### config.mk
export PLATFORM = sky130hd
export DESIGN_NAME = csr_trap_unit
export DESIGN_NICKNAME = d
export VERILOG_FILES = /design/src/rtl/csr_pkg.sv /design/src/rtl/irq_sync.sv /design/src/rtl/csr_trap_unit.sv
export SDC_FILE = /design/constraint.sdc
export NUM_CORES = 1
export LEC_CHECK = 0
export CAP_MARGIN = 20
export CORE_MARGIN = 1.5
export CORE_UTILIZATION = 57
export CTS_CLUSTER_DIAMETER = 40
export CTS_CLUSTER_SIZE = 40
export DETAILED_ROUTE_END_ITERATION = 7
export HOLD_SLACK_MARGIN = 0.1
export PLACE_DENSITY = 0.86
export SLEW_MARGIN = 20
export SYNTH_ARGS = -nofsm -noshare
export SYNTH_HDL_FRONTEND = slang
export SYNTH_SLANG_ARGS = --single-unit
### constraint.sdc
create_clock -name clk -period 4.85 [get_ports clk]
set_input_delay 0.7275 -clock clk [delete_from_list [all_inputs] [get_ports clk]]
set_output_delay 0.7275 -clock clk [all_outputs]
set_load 0.02 [all_outputs]
### src/rtl/csr_pkg.sv
// Shared CSR addresses, op encodings, cause codes and bit positions for the
// machine-mode CSR file and trap controller.
package csr_pkg;

  localparam logic [11:0] CSR_MSTATUS  = 12'h300;
  localparam logic [11:0] CSR_MIE      = 12'h304;
  localparam logic [11:0] CSR_MTVEC    = 12'h305;
  localparam logic [11:0] CSR_MSCRATCH = 12'h340;
  localparam logic [11:0] CSR_MEPC     = 12'h341;
  localparam logic [11:0] CSR_MCAUSE   = 12'h342;
  localparam logic [11:0] CSR_MIP      = 12'h344;

  typedef enum logic [1:0] {
    CSR_NONE = 2'b00,
    CSR_RW   = 2'b01,
    CSR_RS   = 2'b10,
    CSR_RC   = 2'b11
  } csr_op_e;

  localparam logic [3:0] CAUSE_TIMER = 4'd7;
  localparam logic [3:0] CAUSE_EXT   = 4'd11;

  localparam int unsigned MSTATUS_MIE_BIT  = 3;
  localparam int unsigned MSTATUS_MPIE_BIT = 7;
  localparam int unsigned MTI_BIT          = 7;
  localparam int unsigned MEI_BIT          = 11;

  localparam logic [1:0] MTVEC_VECTORED = 2'b01;

  typedef enum logic {
    RUN  = 1'b0,
    TRAP = 1'b1
  } trap_state_e;

endpackage

### src/rtl/irq_sync.sv
// Flop-chain synchroniser bringing an asynchronous interrupt line into clk.
module irq_sync #(
  parameter int unsigned SYNC_STAGES = 2
) (
  input  logic clk,
  input  logic rst_n,
  input  logic async_in,
  output logic sync_out
);

  logic [SYNC_STAGES-1:0] sync_q;

  always_ff @(posedge clk) begin
    if (!rst_n) begin
      sync_q <= '0;
    end else begin
      sync_q <= {sync_q[SYNC_STAGES-2:0], async_in};
    end
  end

  assign sync_out = sync_q[SYNC_STAGES-1];

endmodule

### src/rtl/csr_trap_unit.sv
// Machine-mode CSR file and trap controller: serves csrrw/rs/rc, takes
// timer/external interrupts, handles mret and drives the PC redirect pair.
module csr_trap_unit
  import csr_pkg::*;
#(
  parameter int unsigned SYNC_STAGES = 2,
  parameter int unsigned XLEN        = 32
) (
  input  logic            clk,
  input  logic            rst_n,
  input  logic            instr_valid,
  input  logic [XLEN-1:0] pc_exe,
  input  logic [1:0]      csr_op,
  input  logic [11:0]     csr_addr,
  input  logic [XLEN-1:0] csr_wdata,
  input  logic            is_mret,
  input  logic            br_true,
  input  logic            jump_en,
  input  logic            timer_irq,
  input  logic            ext_irq,
  output logic [XLEN-1:0] csr_rdata,
  output logic [XLEN-1:0] epc,
  output logic            epc_taken,
  output logic            flush
);

  trap_state_e     state_q;
  logic            mie_q, mpie_q;
  logic            mtie_q, meie_q;
  logic            mtip_q, meip_q;
  logic [XLEN-1:0] mtvec_q, mepc_q, mcause_q, mscratch_q;
  logic            ext_irq_s;

  irq_sync #(.SYNC_STAGES(SYNC_STAGES)) u_irq_sync (
    .clk      (clk),
    .rst_n    (rst_n),
    .async_in (ext_irq),
    .sync_out (ext_irq_s)
  );

  logic [XLEN-1:0] mstatus_v, mie_v, mip_v;

  // Assemble the sparse CSRs; unimplemented bits read 0.
  always_comb begin
    mstatus_v                   = '0;
    mstatus_v[MSTATUS_MIE_BIT]  = mie_q;
    mstatus_v[MSTATUS_MPIE_BIT] = mpie_q;
    mie_v                       = '0;
    mie_v[MTI_BIT]              = mtie_q;
    mie_v[MEI_BIT]              = meie_q;
    mip_v                       = '0;
    mip_v[MTI_BIT]              = mtip_q;
    mip_v[MEI_BIT]              = meip_q;
  end

  always_comb begin
    csr_rdata = '0;
    case (csr_addr)
      CSR_MSTATUS:  csr_rdata = mstatus_v;
      CSR_MIE:      csr_rdata = mie_v;
      CSR_MIP:      csr_rdata = mip_v;
      CSR_MTVEC:    csr_rdata = mtvec_q;
      CSR_MEPC:     csr_rdata = mepc_q;
      CSR_MCAUSE:   csr_rdata = mcause_q;
      CSR_MSCRATCH: csr_rdata = mscratch_q;
      default:      csr_rdata = '0;
    endcase
  end

  csr_op_e         op;
  logic            run_ok, ext_pend, tmr_pend, trap_take, mret_take, csr_we;
  logic [3:0]      cause;
  logic [XLEN-1:0] csr_new, trap_vec;

  always_comb begin
    op        = csr_op_e'(csr_op);
    run_ok    = (state_q == RUN) && instr_valid && !br_true && !jump_en;
    ext_pend  = meip_q && meie_q;
    tmr_pend  = mtip_q && mtie_q;
    trap_take = run_ok && mie_q && !is_mret && (ext_pend || tmr_pend);
    mret_take = run_ok && is_mret;
    cause     = ext_pend ? CAUSE_EXT : CAUSE_TIMER;
    csr_we    = instr_valid && (state_q == RUN) && (op != CSR_NONE) && !trap_take;

    csr_new = csr_rdata;
    case (op)
      CSR_RW:  csr_new = csr_wdata;
      CSR_RS:  csr_new = csr_rdata | csr_wdata;
      CSR_RC:  csr_new = csr_rdata & ~csr_wdata;
      default: csr_new = csr_rdata;
    endcase

    trap_vec = {mtvec_q[XLEN-1:2], 2'b00};
    if (mtvec_q[1:0] == MTVEC_VECTORED) begin
      trap_vec = trap_vec + XLEN'({cause, 2'b00});
    end

    epc_taken = trap_take || mret_take;
    flush     = trap_take || mret_take || (state_q == TRAP);
    epc       = trap_take ? trap_vec : mepc_q;
  end

  // CSR state, mip sampling and trap/mret sequencing.
  always_ff @(posedge clk) begin
    if (!rst_n) begin
      state_q    <= RUN;
      mie_q      <= 1'b0;
      mpie_q     <= 1'b0;
      mtie_q     <= 1'b0;
      meie_q     <= 1'b0;
      mtip_q     <= 1'b0;
      meip_q     <= 1'b0;
      mtvec_q    <= '0;
      mepc_q     <= '0;
      mcause_q   <= '0;
      mscratch_q <= '0;
    end else begin
      mtip_q <= timer_irq;
      meip_q <= ext_irq_s;

      if (csr_we) begin
        case (csr_addr)
          CSR_MSTATUS: begin
            mie_q  <= csr_new[MSTATUS_MIE_BIT];
            mpie_q <= csr_new[MSTATUS_MPIE_BIT];
          end
          CSR_MIE: begin
            mtie_q <= csr_new[MTI_BIT];
            meie_q <= csr_new[MEI_BIT];
          end
          CSR_MTVEC:    mtvec_q    <= csr_new;
          CSR_MEPC:     mepc_q     <= {csr_new[XLEN-1:2], 2'b00};
          CSR_MCAUSE:   mcause_q   <= csr_new;
          CSR_MSCRATCH: mscratch_q <= csr_new;
          default: ;
        endcase
      end

      if (trap_take) begin
        mepc_q   <= pc_exe;
        mcause_q <= {1'b1, {(XLEN-5){1'b0}}, cause};
        mpie_q   <= mie_q;
        mie_q    <= 1'b0;
        state_q  <= TRAP;
      end else if (mret_take) begin
        mie_q  <= mpie_q;
        mpie_q <= 1'b1;
      end else if (state_q == TRAP) begin
        state_q <= RUN;
      end
    end
  end

endmodule

==> impl_metrics.yaml <==
cells_and_area:
  drive_gt1_frac: 0.07279
  areaGrowthSynthToFinish_pct: 26.61
  nFillCells: 1074
  stdcell_count: 1390
  fin_nets: 1289
worst_hold_path:
  min_from: "u_irq_sync.sync_q[0]"
  min_to: "u_irq_sync.sync_q[1]"
  min_path_cells: 1
  hold_class: "reg2reg"
global_routing:
  grt_first_pass_wirelength_um: 43820
  grt_usage: 0.3806
  grt-ovfl-total: 0
  grt_pass1_vias: 8368
  grt_max_degree: 63
  grt_antenna_before_repair: 1
clocking:
  post_cts_buffers: 0
  htree_levels: 4
  root_buffer: "clkbuf_16"
  cts_resized: 0
  clk_path_buf_depth: 2
  clkTransAtPathRegs_ns: 0.05
  clock_latency_ns: 0.43
  tritoncts: "done"
  clkSinkCount: 137
  cts_made_buffers: 17
  hold_buffers: 0
synthesis:
  synth.most_common_cell: "nand2_1"
  post_synth.cell_area_avg_um2: 7.513
  synth_edf_count: 0
  synth.net_count: 1174
  yosysWarningCount: 0
  ys_seq_area_frac: 0.3365
  ys_ff_latch: 137
  ys_top_cells_by_area: "dfxtp_1, nand2_1, o21ai_0, a21oi_1, xnor2_1"
  synth_area_leader_cell: "dfxtp_1"
  synth.distinct_cells: 63
  synth_area_um2: 8152
  synth_flop_cell: "dfxtp_1"
  synthTopCellsByCount: "nand2_1, o21ai_0, dfxtp_1, a21oi_1, clkbuf_1"
  synthArstFlopShare: 0
  netlist_instances: 1085
  synth_top_area_frac: 0.3365
timing:
  period_share: 0.8633
  period_needed_ns: 4.187
  grt_setup_unrepaired: "false"
  tns_ns: 0
  report.final.hold_viol_count: 0
  slew_headroom: 0.2401
  setup_viol: 0
  timing.fmax_ghz: 0.2388
  holdWs_ns: 0.4315
  finalMaxSlewViolations: 0
  setup_slack_ns: 0.6630
  skew_ns: 0.006582
  worst_pin_slew_ns: 1.140
critical_path:
  cp_common_cell: "clkdlybuf4s50_1"
  r2r-start: "mie_q"
  path_class: "in2out"
  crit_chain: "clkdlybuf4s50_1, nor4b_2, buf_4, and3_1, buf_12, o2bb2ai_1, clkdlybuf4s50_1"
  crit_arrival_ns: 3.46
  path_delay_family: "buffers and inverters"
  cp-start-kind: "primary input"
  cp_slowest_cell: "clkdlybuf4s50_1"
  crit_path_max_incr_delay_ns: 0.70
  cp_data_required_time_ns: 4.12
  end_kind: "output pin"
  reg2reg_setup_slack_ns: 2.14
  cp_max_fo: 27
  critPathBufInv: 4
  r2r_end: "mscratch_q[31]"
  r2r_cells: 7
placed_design:
  port_buffers: 151
  dp_slack_ns: 0.7250
  gp_congestion: 0.9203
  dp.cells: 1361
  hpwl_um: 18110
floorplanning:
  die_h_um: 122.6
  dieArea_um2: 15030
  boundaryPins: 152
  coreArea_um2: 13930
  fp.dieW_um: 122.6
  num_rows: 43
  start_util: 0.5850
detailed_routing:
  drc_errors: 0
  antenna_left: 0
  vias_per_cell: 6.406
  wl_per_cell_um: 20.23
  first_pass_iters: 5
  drt_iter0_drc: 1220
  dr_total_vias: 8905
  routed_wl_um: 28120
pwr:
  p_total_mw: 2.626
  peakVddDrop_mv: 0.2406
  p_leak_nw: 3.614
  power.density_nw_per_um2: 254.4
run_status:
  status: "complete, no violations"
flow_run:
  maxCapViolCount: 0
## flip-flops by register name (all words and copies together) (netlist names)
register           cells
mtie_q                 1
meip_q                 1
u_irq_sync.sync_q      2
mtvec_q               32
mtip_q                 1
mcause_q              32
mscratch_q            32
mpie_q                 1
mie_q                  1
state_q                1
mepc_q                32
meie_q                 1
## area by class of cell
cell class                      count  area (µm²)  area share
Clock inverter                      3       40.04    0.003879
Inverter                           10       37.54    0.003637
Timing Repair Buffer              177        1704      0.1651
Sequential cell                   137        2743      0.2657
Multi-Input combinational cell    857        5064      0.4906
Tap cell                          180       225.2     0.02182
Antenna cell                        1       2.502   0.0002425
Clock buffer                       25       505.5     0.04898
## worst register-to-register path, cell delays in order (launching register included)
cell      delay [ns]
dfxtp_1         0.38
or4b_1          0.50
o211ai_1        0.47
nor4_4          0.06
buf_4           0.22
nor2_4          0.74
nand2_1         0.15
o21ai_0         0.12
## routing by layer
layer,global-route usage,up-vias,wire [µm]
met1,0.4857,4070,10970
met5,0,-,0
met2,0.6086,655,12920
met3,0.08364,101,3255
met4,0.1860,0,979
li1,-,4079,-
## where the power goes
part / switching [mW] / total, mW / internal, mW / leakage, nW
registers: 0.00155 / 1.13 / 1.13 / 1.10
logic: 0.150 / 0.273 / 0.123 / 2.24
clock network: 0.465 / 1.22 / 0.759 / 0.271
## cell families (layout without fill, tap and decap cells)
group	count (synthesis)	after routing	share of synthesized area
and+or+nand+nor	405	405	0.2421
AOI/OAI and AO/OA	350	350	0.2551
DFF	137	137	0.3365
buffers and inverters	91	215	0.04635
xor gates and xnor gates	60	60	0.06447
muxes	39	39	0.05096
adders and majority gates	3	3	0.004605
other	0	1	0
## worst max path at each step
stage / from / slack (ns) / depth (start not counted) / endpoint
finish: csr_addr[6] / 0.66 / 7 / csr_rdata[17]
global route: br_true / 0.52 / 6 / epc[28]
CTS: csr_addr[6] / 0.70 / 7 / csr_rdata[17]
detailed placement: csr_addr[6] / 0.72 / 7 / csr_rdata[17]
global placement: csr_addr[6] / 0.76 / 5 / csr_rdata[2]
floorplan: csr_addr[3] / 1.86 / 6 / csr_rdata[2]
## per-stage QoR
| step | utilization | area, µm² |
|---|---|---|
| final | 0.7407 | 10320 |
| after global routing | 0.7405 | 10320 |
| after CTS | 0.7405 | 10320 |
| after detailed placement | 0.7014 | 9773 |
| after global placement | 0.7014 | 9773 |
| after floorplan | - | 8152 |
## layout by cell type, fill, tap and decap left out, types with 23 or more instances in the layout
cell type        instances
buf_4                   25
o21ai_0                139
a22oi_1                 23
clkdlybuf4s50_1        148
xnor2_1                 44
nand2_1                220
a21oi_1                 82
and2_1                  30
nor2_1                  29
dfxtp_1                137
nand3_1                 41
(Power assumes the default switching activity.)
